**src/rtl/wb_pkg.sv**
```systemverilog
// Shared types and widths for the register-file writeback arbiter.
// An entry is one pending register write: destination plus value.
package wb_pkg;

    localparam int XLEN   = 32;
    localparam int REG_AW = 5;

    typedef struct packed {
        logic [REG_AW-1:0] rd;
        logic [XLEN-1:0]   data;
    } wb_entry_t;

endpackage

```
**src/rtl/wb_result_fifo.sv**
```systemverilog
// Circular FIFO of pending long-latency results. It also exposes per-slot valid bits
// and destinations so the parent can build the pending-destination mask.
module wb_result_fifo
    import wb_pkg::*;
#(
    parameter int DEPTH = 4
) (
    input  logic                          clk,
    input  logic                          rst,
    input  logic                          push,
    input  wb_entry_t                     push_entry,
    input  logic                          pop,
    output wb_entry_t                     head,
    output logic                          full,
    output logic                          empty,
    output logic [$clog2(DEPTH):0]        count,
    output logic [DEPTH-1:0][REG_AW-1:0]  ent_rd,
    output logic [DEPTH-1:0]              ent_valid
);

    localparam int AW = $clog2(DEPTH);

    logic [AW-1:0]              wr_ptr_q, wr_ptr_d;
    logic [AW-1:0]              rd_ptr_q, rd_ptr_d;
    logic [AW:0]                count_q, count_d;
    logic [DEPTH-1:0]           valid_q, valid_d;
    wb_entry_t [DEPTH-1:0]      mem_q, mem_d;
    logic                       do_push, do_pop;

    assign full    = (count_q == (AW+1)'(DEPTH));
    assign empty   = (count_q == '0);
    assign do_push = push && !full;
    assign do_pop  = pop && !empty;

    // Pointers wrap naturally because DEPTH is a power of two.
    always_comb begin
        wr_ptr_d = wr_ptr_q;
        rd_ptr_d = rd_ptr_q;
        count_d  = count_q;
        valid_d  = valid_q;
        mem_d    = mem_q;
        if (do_push) begin
            mem_d[wr_ptr_q]   = push_entry;
            valid_d[wr_ptr_q] = 1'b1;
            wr_ptr_d          = wr_ptr_q + 1'b1;
        end
        if (do_pop) begin
            valid_d[rd_ptr_q] = 1'b0;
            rd_ptr_d          = rd_ptr_q + 1'b1;
        end
        unique case ({do_push, do_pop})
            2'b10:   count_d = count_q + 1'b1;
            2'b01:   count_d = count_q - 1'b1;
            default: count_d = count_q;
        endcase
    end

    always_ff @(posedge clk) begin
        if (rst) begin
            wr_ptr_q <= '0;
            rd_ptr_q <= '0;
            count_q  <= '0;
            valid_q  <= '0;
        end else begin
            wr_ptr_q <= wr_ptr_d;
            rd_ptr_q <= rd_ptr_d;
            count_q  <= count_d;
            valid_q  <= valid_d;
        end
        mem_q <= mem_d;
    end

    always_comb begin
        for (int i = 0; i < DEPTH; i++) begin
            ent_rd[i] = mem_q[i].rd;
        end
    end

    assign head      = mem_q[rd_ptr_q];
    assign count     = count_q;
    assign ent_valid = valid_q;

endmodule

```
**src/rtl/wb_write_arbiter.sv**
```systemverilog
// Merges the in-order pipeline result and buffered long-latency results onto the single
// register-file write port. Optional starvation guard: define WB_STARVE_GUARD_EN.
module wb_write_arbiter
    import wb_pkg::*;
#(
    parameter int QDEPTH       = 4,
    parameter int STARVE_LIMIT = 8
) (
    input  logic                      clk,
    input  logic                      rst,
    input  logic                      pipe_we,
    input  logic [REG_AW-1:0]         pipe_rd_addr,
    input  logic [XLEN-1:0]           pipe_rd_data,
    input  logic                      lu_valid,
    output logic                      lu_ready,
    input  logic [REG_AW-1:0]         lu_rd_addr,
    input  logic [XLEN-1:0]           lu_rd_data,
    output logic                      rf_we,
    output logic [REG_AW-1:0]         rf_rd_addr,
    output logic [XLEN-1:0]           rf_rd_data,
    output logic [31:0]               pend_mask,
    output logic [$clog2(QDEPTH):0]   q_count,
    output logic                      pipe_stall
);

    if (QDEPTH < 2 || (QDEPTH & (QDEPTH - 1)) != 0 || STARVE_LIMIT < 1) begin : g_bad_params
        $error("wb_write_arbiter: QDEPTH must be a power of two >= 2, STARVE_LIMIT >= 1");
    end

    logic                           pipe_sel, fifo_push, fifo_pop, fifo_full, fifo_empty;
    logic                           force_drain;
    wb_entry_t                      head, push_entry;
    logic [QDEPTH-1:0][REG_AW-1:0]  ent_rd;
    logic [QDEPTH-1:0]              ent_valid;
    logic                           rf_we_q, rf_we_d;
    logic [REG_AW-1:0]              rf_rd_addr_q, rf_rd_addr_d;
    logic [XLEN-1:0]                rf_rd_data_q, rf_rd_data_d;

    // Handshake: a result transfers on any edge where lu_valid && lu_ready; lu_ready depends
    // only on registered occupancy, and the producer holds addr/data while stalled.
    // Results for x0 are consumed but never stored.
    assign lu_ready   = !fifo_full;
    assign fifo_push  = lu_valid && lu_ready && (lu_rd_addr != '0);
    assign push_entry = '{rd: lu_rd_addr, data: lu_rd_data};
    assign pipe_sel   = pipe_we && (pipe_rd_addr != '0);

    wb_result_fifo #(.DEPTH(QDEPTH)) u_fifo (
        .clk        (clk),
        .rst        (rst),
        .push       (fifo_push),
        .push_entry (push_entry),
        .pop        (fifo_pop),
        .head       (head),
        .full       (fifo_full),
        .empty      (fifo_empty),
        .count      (q_count),
        .ent_rd     (ent_rd),
        .ent_valid  (ent_valid)
    );

`ifdef WB_STARVE_GUARD_EN
    localparam int WW = $clog2(STARVE_LIMIT + 1);

    logic [WW-1:0] wait_q, wait_d;
    logic          stall_q, stall_d;

    // Counts cycles the head sits unpopped; saturates at the limit.
    always_comb begin
        wait_d = wait_q;
        if (fifo_empty || fifo_pop) begin
            wait_d = '0;
        end else if (wait_q != WW'(STARVE_LIMIT)) begin
            wait_d = wait_q + 1'b1;
        end
        stall_d = !fifo_empty && !fifo_pop && (wait_d == WW'(STARVE_LIMIT));
    end

    always_ff @(posedge clk) begin
        if (rst) begin
            wait_q  <= '0;
            stall_q <= 1'b0;
        end else begin
            wait_q  <= wait_d;
            stall_q <= stall_d;
        end
    end

    assign force_drain = stall_q;
    assign pipe_stall  = stall_q;
`else
    assign force_drain = 1'b0;
    assign pipe_stall  = 1'b0;
`endif

    always_comb begin
        fifo_pop     = 1'b0;
        rf_we_d      = 1'b0;
        rf_rd_addr_d = rf_rd_addr_q;
        rf_rd_data_d = rf_rd_data_q;
        if (!fifo_empty && (force_drain || !pipe_sel)) begin
            fifo_pop     = 1'b1;
            rf_we_d      = 1'b1;
            rf_rd_addr_d = head.rd;
            rf_rd_data_d = head.data;
        end else if (pipe_sel) begin
            rf_we_d      = 1'b1;
            rf_rd_addr_d = pipe_rd_addr;
            rf_rd_data_d = pipe_rd_data;
        end
    end

    always_ff @(posedge clk) begin
        if (rst) begin
            rf_we_q      <= 1'b0;
            rf_rd_addr_q <= '0;
            rf_rd_data_q <= '0;
        end else begin
            rf_we_q      <= rf_we_d;
            rf_rd_addr_q <= rf_rd_addr_d;
            rf_rd_data_q <= rf_rd_data_d;
        end
    end

    assign rf_we      = rf_we_q;
    assign rf_rd_addr = rf_rd_addr_q;
    assign rf_rd_data = rf_rd_data_q;

    // A slot's bit drops on the same edge its write is registered.
    always_comb begin
        pend_mask = '0;
        for (int i = 0; i < QDEPTH; i++) begin
            if (ent_valid[i]) begin
                pend_mask[ent_rd[i]] = 1'b1;
            end
        end
        pend_mask[0] = 1'b0;
    end

endmodule

```
**config.mk**
```make
export PLATFORM = sky130hd
export DESIGN_NAME = wb_write_arbiter
export DESIGN_NICKNAME = d
export VERILOG_FILES = /design/src/rtl/wb_pkg.sv /design/src/rtl/wb_result_fifo.sv /design/src/rtl/wb_write_arbiter.sv
export SDC_FILE = /design/constraint.sdc
export NUM_CORES = 1
export LEC_CHECK = 0
export CORE_ASPECT_RATIO = 0.8
export CORE_MARGIN = 1
export CORE_UTILIZATION = 57
export CTS_CLUSTER_DIAMETER = 30
export DETAILED_ROUTE_END_ITERATION = 10
export PLACE_DENSITY = 0.91
export RECOVER_POWER = 25
export SYNTH_ARGS = -nofsm -noshare
export SYNTH_HDL_FRONTEND = slang
export SYNTH_SLANG_ARGS = --single-unit
```
**constraint.sdc**
```tcl
create_clock -name clk -period 8.8 [get_ports clk]
set_clock_uncertainty 0.2 [all_clocks]
set_input_delay 1.76 -clock clk [delete_from_list [all_inputs] [get_ports clk]]
set_output_delay 1.76 -clock clk [all_outputs]
set_load 0.1 [all_outputs]
```
==> impl_metrics.py <==
metrics = {
    "critical_path": {
        "crit_arrival_ns": 3.29,
        "worstReg2RegStart": "u_fifo.count[2]$_SDFFE_PP0P_",
        "crit_fanout": 7,
        "cp_data_required_time_ns": 6.84,
        "r2r_end": "u_fifo.count[2]$_SDFFE_PP0P_",
        "startpoint_type": "register",
        "cp-end-kind": "output pin",
        "crit_type": "register to output pin",
        "reg2reg_depth": 9,
        "r2r_slack_ns": 5.87,
    },
    "yosys": {
        "synth_cell_type_count": 49,
        "synthFlopType": "edfxtp_1",
        "synth_commonest_cells": "edfxtp_1 (148), nor2_1 (58), a21oi_1 (53)",
        "yosysSeqAreaShare_pct": 62.5,
        "syn_area_sq_um": 8680,
        "synth.avg_cell_area_sq_um": 13.6,
        "yosys.area.top_type_share_pct": 51.2,
        "ys_ff_latch": 197,
        "yosys_warnings": 0,
        "yosysMostFrequentCell": "edfxtp_1",
        "synth_edf_count": 148,
        "synthCells": 639,
        "synth_area_leaders": "edfxtp_1 (51%), dfxtp_1 (11%), mux4_2 (9.6%)",
        "async_reset_ff_share_pct": 0,
        "synth_area_leader_cell": "edfxtp_1",
    },
    "cells_and_area": {
        "multi_input_comb_area_sq_um": 2990,
        "nFillCells": 842,
        "area_growth_pct": 24.4,
        "nNetsFinal": 854,
        "register_area_sq_um": 5430,
        "stdcell_count": 964,
        "drive_above_1_share_pct": 12.2,
    },
    "hold_path": {
        "min_path_cells": 2,
        "hp-start": "rf_rd_data[2]$_SDFFE_PP0P_",
        "hp-class": "register to register",
        "holdPathEnd": "rf_rd_data[2]$_SDFFE_PP0P_",
    },
    "floorplan": {
        "dieArea_sq_um": 15700,
        "fp-row-count": 39,
        "die_y_microns": 112,
        "start_util_pct": 59.5,
        "io-pin-count": 153,
        "coreArea_sq_um": 14600,
        "die_x_microns": 140,
    },
    "timing": {
        "finalSetupTns_ns": 0,
        "fmax_ghz": 0.190,
        "setup_viol": 0,
        "setup_ws_ns": 3.55,
        "tightest_slew_ns": 1.15,
        "drv_slew": 0,
        "hold_viol": 0,
        "grt_setup_unrepaired": "false",
        "period_needed_ns": 5.25,
        "slew_headroom_pct": 22.8,
        "whs_ns": 0.353,
        "fin_crit_sh_pct": 59.7,
    },
    "power": {
        "finalPower_mw": 3.01,
        "power.density_nw_per_um2": 279,
        "ir_worst_vdd_uv": 193,
        "power_leakage_nw": 3.52,
    },
    "placed_design": {
        "dp_slack_ns": 3.65,
        "gp_congestion": 0.977,
        "dpl.hpwl_microns": 15800,
        "dpl.cell_count": 931,
        "port_buffers": 150,
    },
    "global_route": {
        "first_global_vias": 6487,
        "grt_pass1_wl_microns": 37000,
        "grt_max_degree": 50,
        "gr-usage-all-layers_pct": 32.1,
        "antenna_found_initial": 1,
        "grt-ovfl-total": 0,
    },
    "clock_network": {
        "cts_tree": "done",
        "root_buffer": "clkbuf_16",
        "h-tree-depth": 4,
        "path_clk_slew_ns": 0.08,
        "hold_buffers": 0,
        "cts_buffers": 17,
        "clk_latency_ns": 0.43,
        "cts_sinks": 197,
        "clockBufferDepth": 2,
        "post-cts-setup-buffer-count": 0,
        "ctsResizeCount": 0,
    },
    "drt": {
        "met2WireLength_microns": 11700,
        "vias_per_cell": 6.72,
        "first_pass_iters": 6,
        "routedWlPerCell_microns": 25.5,
        "wl_met1_microns": 9620,
        "wl_met3_microns": 2570,
        "dr.first_iter.drc_count": 818,
        "drc_errors": 0,
        "antenna_left": 0,
        "num_vias": 6474,
        "wl_microns": 24600,
        "highest_layer": "met4",
    },
    "run": {
        "maxCapViolCount": 0,
    },
    "run_status": {
        "outcome": "finished clean",
    },
}
cell type report:
class	count	area share [%]
Timing Repair Buffer	155	14.2
Multi-Input combinational cell	386	27.7
Sequential cell	197	50.3
Clock inverter	12	1.10
Clock buffer	20	4.23
Tap cell	184	2.13
Antenna cell	1	0.0232
Inverter	9	0.313
how the worst max path moves through the flow:
stage / start / slack (ns) / depth (start not counted) / end
after global placement: pipe_rd_addr[2] / 3.83 / 11 / u_fifo.count[2]$_SDFFE_PP0P_
after detailed placement: pipe_rd_addr[2] / 3.65 / 11 / u_fifo.count[2]$_SDFFE_PP0P_
after CTS: u_fifo.ent_rd[6]$_DFFE_PP_ / 3.56 / 5 / pend_mask[28]
final: u_fifo.ent_rd[1]$_DFFE_PP_ / 3.55 / 4 / pend_mask[28]
after floorplan: u_fifo.ent_rd[16]$_DFFE_PP_ / 4.23 / 3 / pend_mask[28]
after global routing: u_fifo.ent_rd[6]$_DFFE_PP_ / 3.37 / 5 / pend_mask[28]
layout by cell type, fill, tap and decap left out, types with 2 or more instances in the layout:
master,count
dlygate4sd3_1,27
dfxtp_2,2
clkinv_4,6
nand3b_1,12
xor2_1,2
a211o_1,2
o22ai_1,5
conb_1,2
nor2_1,58
and3b_1,6
nand2_1,50
clkbuf_16,17
or2_2,3
a221o_1,6
inv_8,3
ha_1,9
clkbuf_8,2
o211ai_1,7
and3_1,4
a21oi_1,53
nor2b_1,4
a22oi_1,14
edfxtp_1,148
dfxtp_1,47
a211oi_1,39
and2_2,4
or3b_2,6
nor3b_1,10
o21ai_0,2
nor3_1,2
clkdlybuf4s50_1,122
o21ai_1,2
or3_1,4
inv_1,9
buf_4,5
nand3_1,10
mux4_2,37
mux2_2,2
o221ai_1,16
flip-flops by register name, summed over array words and instances, names as in the netlist:
register and flops:
rf_we 1, u_fifo.ent_rd 20, u_fifo.rd_ptr_q 2, u_fifo.ent_valid 4, rf_rd_data 32, u_fifo.wr_ptr_q 2, rf_rd_addr 5, u_fifo.mem_q 128
u_fifo.count 3
metrics by stage:
step | instance area, sq um | util [%]
CTS | 10800 | 73.9
finish | 10800 | 74.0
floorplan | 8680 | -
global placement | 10200 | 70.0
global route | 10800 | 74.0
detailed placement | 10200 | 70.0
per-layer routing:
layer  vias to the layer above  track usage [%]
li1                       2748                -
met5                         -                0
met3                        60             9.60
met2                       459             48.5
met1                      3207             43.4
met4                         0             14.7
report_power, final:
part / internal (mW) / switching [mW]
registers: 1.13 / 0.0921
clock network: 0.389 / 0.365
logic: 0.315 / 0.723
total: 1.83 / 1.18
critical path, cell delays in order (launching register included):
cell and delay [ns]:
edfxtp_1 0.46, nor3b_1 0.85, o2bb2a_1 0.31, o221ai_1 0.07, clkdlybuf4s50_1 1.16
kinds of logic after synthesis:
kind of cell    count (synthesis)  share of synthesized area (%)
mux                            40                           9.98
fa+ha+maj                      10                           1.53
xor+xnor                        3                          0.303
simple gates                  178                           10.3
buf+inv                        57                           3.27
compound gates                153                           12.1
other cells                     1                         0.0432
flops                         197                           62.5
(Power assumes the default switching activity.)
==> edit, RTL diff (same settings) <==
Build with the macro `WB_STARVE_GUARD_EN` defined.
--- a/src/rtl/wb_write_arbiter.sv
+++ b/src/rtl/wb_write_arbiter.sv
@@ -1,5 +1,7 @@
 // Merges the in-order pipeline result and buffered long-latency results onto the single
 // register-file write port. Optional starvation guard: define WB_STARVE_GUARD_EN.
+`define WB_STARVE_GUARD_EN
+
 module wb_write_arbiter
     import wb_pkg::*;
 #(
Check against the original RTL: no difference found for any inputs over 4 cycles, from zero or initial values and one cycle with rst high; that may be too few to reach the edited logic, so the function may still have changed.
==> edit against the unedited design <==
  * Routed wire length down 2.4%
  * Sequential cell count up 5
  * Non-clock buffer count down 1
  * Sequential share of layout area down 2.6 points
  * Critical path depth unchanged
  * Final area up 7.4%
  * Setup slack worse by 0.33 ns
  * Die area up 1.6%
  * Largest cell class unchanged
  * Total power up 30%
  * Synthesized area up 1.7%
==> edit: results (changes against the unedited design) <==
Vias/cell: 6.38 (was 6.72)
ranking of synthesized cells by area: edfxtp_1 50%, dfxtp_1 12%, mux4_2 9.4%, mux2i_1 4.4%, o2bb2ai_1 3.4% (was edfxtp_1 51%, dfxtp_1 11%, mux4_2 9.6%, a211oi_1 3.4%, a21oi_1 3.1%)
worst hold slack: 0.260 ns (was 0.353 ns)
# port buffers: 151 (was 150)
worst-case hold path end point: rf_rd_data[29] (was rf_rd_data[2])
R2R setup slack: 5.81 ns (was 5.87 ns)
vias in the first global route: 6401 (was 6487)
Starting DRT DRC Count: 852 (was 818)
Relative slew margins: 16.1% (was 22.8%)
gr usage total: 30.7% (was 32.1%)
Reg2Reg Depth: 9 (unchanged)
P_leak: 3.80 nW (was 3.52 nW)
Switching Power: 0.00149 W (was 0.00118 W)
fill cell count: 826 (was 842)
Worst Hold Launch: rf_rd_data[29] (was rf_rd_data[2])
first-pass GRT wire length: 36700 um (was 37000 um)
CTS Buf Count: 34 (was 17)
post-synthesis average cell area: 15.2 sq um (was 13.6 sq um)
antenna violations before repair: 4 (was 1)
Clock transition at path regs: 0.05 ns (was 0.08 ns)
sequential cell area fraction in the yosys report: 62.6% (was 62.5%)
status: completed (unchanged)
Placed Cells: 911 (was 931)
DP HPWL: 14000 um (was 15800 um)
share of layout cells above drive strength 1: 15.6% (was 12.2%)
worst skew pair latency: 0.50 ns (was 0.43 ns)
CP Data Arrival Time: 3.62 ns (was 3.29 ns)
H-tree levels: 2 (was 4)
Peak VDD IR: 0.270 mV (was 0.193 mV)
Yosys cell types: 54 (was 49)
total wire length: 24000 um (was 24600 um)
GP Congestion: 0.971 (was 0.977)
Layout Nets: 827 (was 854)
average wire per standard cell: 24.6 um (was 25.5 um)
largest net degree at the start of global routing: 45 (was 50)
[edit: cell count changes in the layout (fill, tap and decap cells not counted), moves of 8 or more]
cell,unedited run,this run
a211oi_1,39,8
a21oi_1,53,18
clkbuf_16,17,35
inv_1,9,17
mux2i_1,1,39
nand2_1,50,18
nor2_1,58,36
o2bb2ai_1,1,34
[edit: cells by family after synthesis]
group | after synthesis | synth area share [%]
adder cells (fa/ha/maj) | 12 | 1.79
XOR/XNOR | 6 | 0.596
buffers and inverters | 52 | 3.21
AO/OA/AOI/OAI | 116 | 10.4
AND/OR/NAND/NOR | 116 | 7.38
flip-flops | 202 | 62.6
other | 1 | 0.0425
multiplexers | 77 | 14.0
[edit: per-layer routing]
layer  part of all wire, %  GRT usage [%]  wire, um  vias up
li1                      -              -         -     2659
met1                    39           39.3      9250     3098
met2                    49           50.8     11900      406
met3                   9.9           8.42      2390       65
met4                   2.0           10.4       490        2
met5                 0.042              0        10        -
[edit: worst max-delay path by stage]
stage | slack (ns) | cells after the start | startpoint | to
6_report | 3.22 | 4 | u_fifo.ent_rd[1] | pend_mask[4]
5_1_grt | 3.14 | 4 | u_fifo.ent_rd[1] | pend_mask[4]
3_5_place_dp | 3.66 | 11 | pipe_rd_addr[3] | u_fifo.count[2]
4_1_cts | 3.33 | 4 | u_fifo.ent_rd[1] | pend_mask[4]
2_1_floorplan | 2.60 | 2 | u_fifo.ent_rd[5] | pend_mask[14]
3_3_place_gp | 3.74 | 11 | pipe_rd_addr[3] | u_fifo.count[2]
[edit: layout make-up]
| cell class | count | area [sq um] | share of cell area [%] |
|---|---|---|---|
| sequential | 202 | 5530 | 47.7 |
| tap | 210 | 263 | 2.27 |
| timing repair buffer | 154 | 1530 | 13.2 |
| clock buffer | 43 | 946 | 8.16 |
| inverter | 17 | 63.8 | 0.551 |
| multi-input combinational | 328 | 3030 | 26.2 |
| antenna | 4 | 10.0 | 0.0864 |
| clock inverter | 19 | 210 | 1.81 |
[edit: per-stage QoR]
step,utilization [%],instance area [sq um],setup slack (ns)
floorplan,-,8820,2.60
global placement,69.2,10400,3.74
detailed placement,69.2,10400,3.66
CTS,76.9,11600,3.33
global route,76.9,11600,3.14
finish,76.9,11600,3.22
[edit: power by group through the flow]
stage                     logic, W  registers, W  clock network [W]
after floorplan           0.000555       0.00173                  0
after global placement     0.00126       0.00129                  0
after detailed placement   0.00128       0.00130                  0
after CTS                  0.00130       0.00129            0.00133
after global routing       0.00135       0.00131            0.00137
final                      0.00130       0.00130            0.00132
[edit: critical path: stages (launching register included)]
cell and delay [ns]:
edfxtp_1 0.46, nor3b_1 1.04, a32oi_1 0.25, o211ai_1 0.20
clkdlybuf4s50_1 1.18
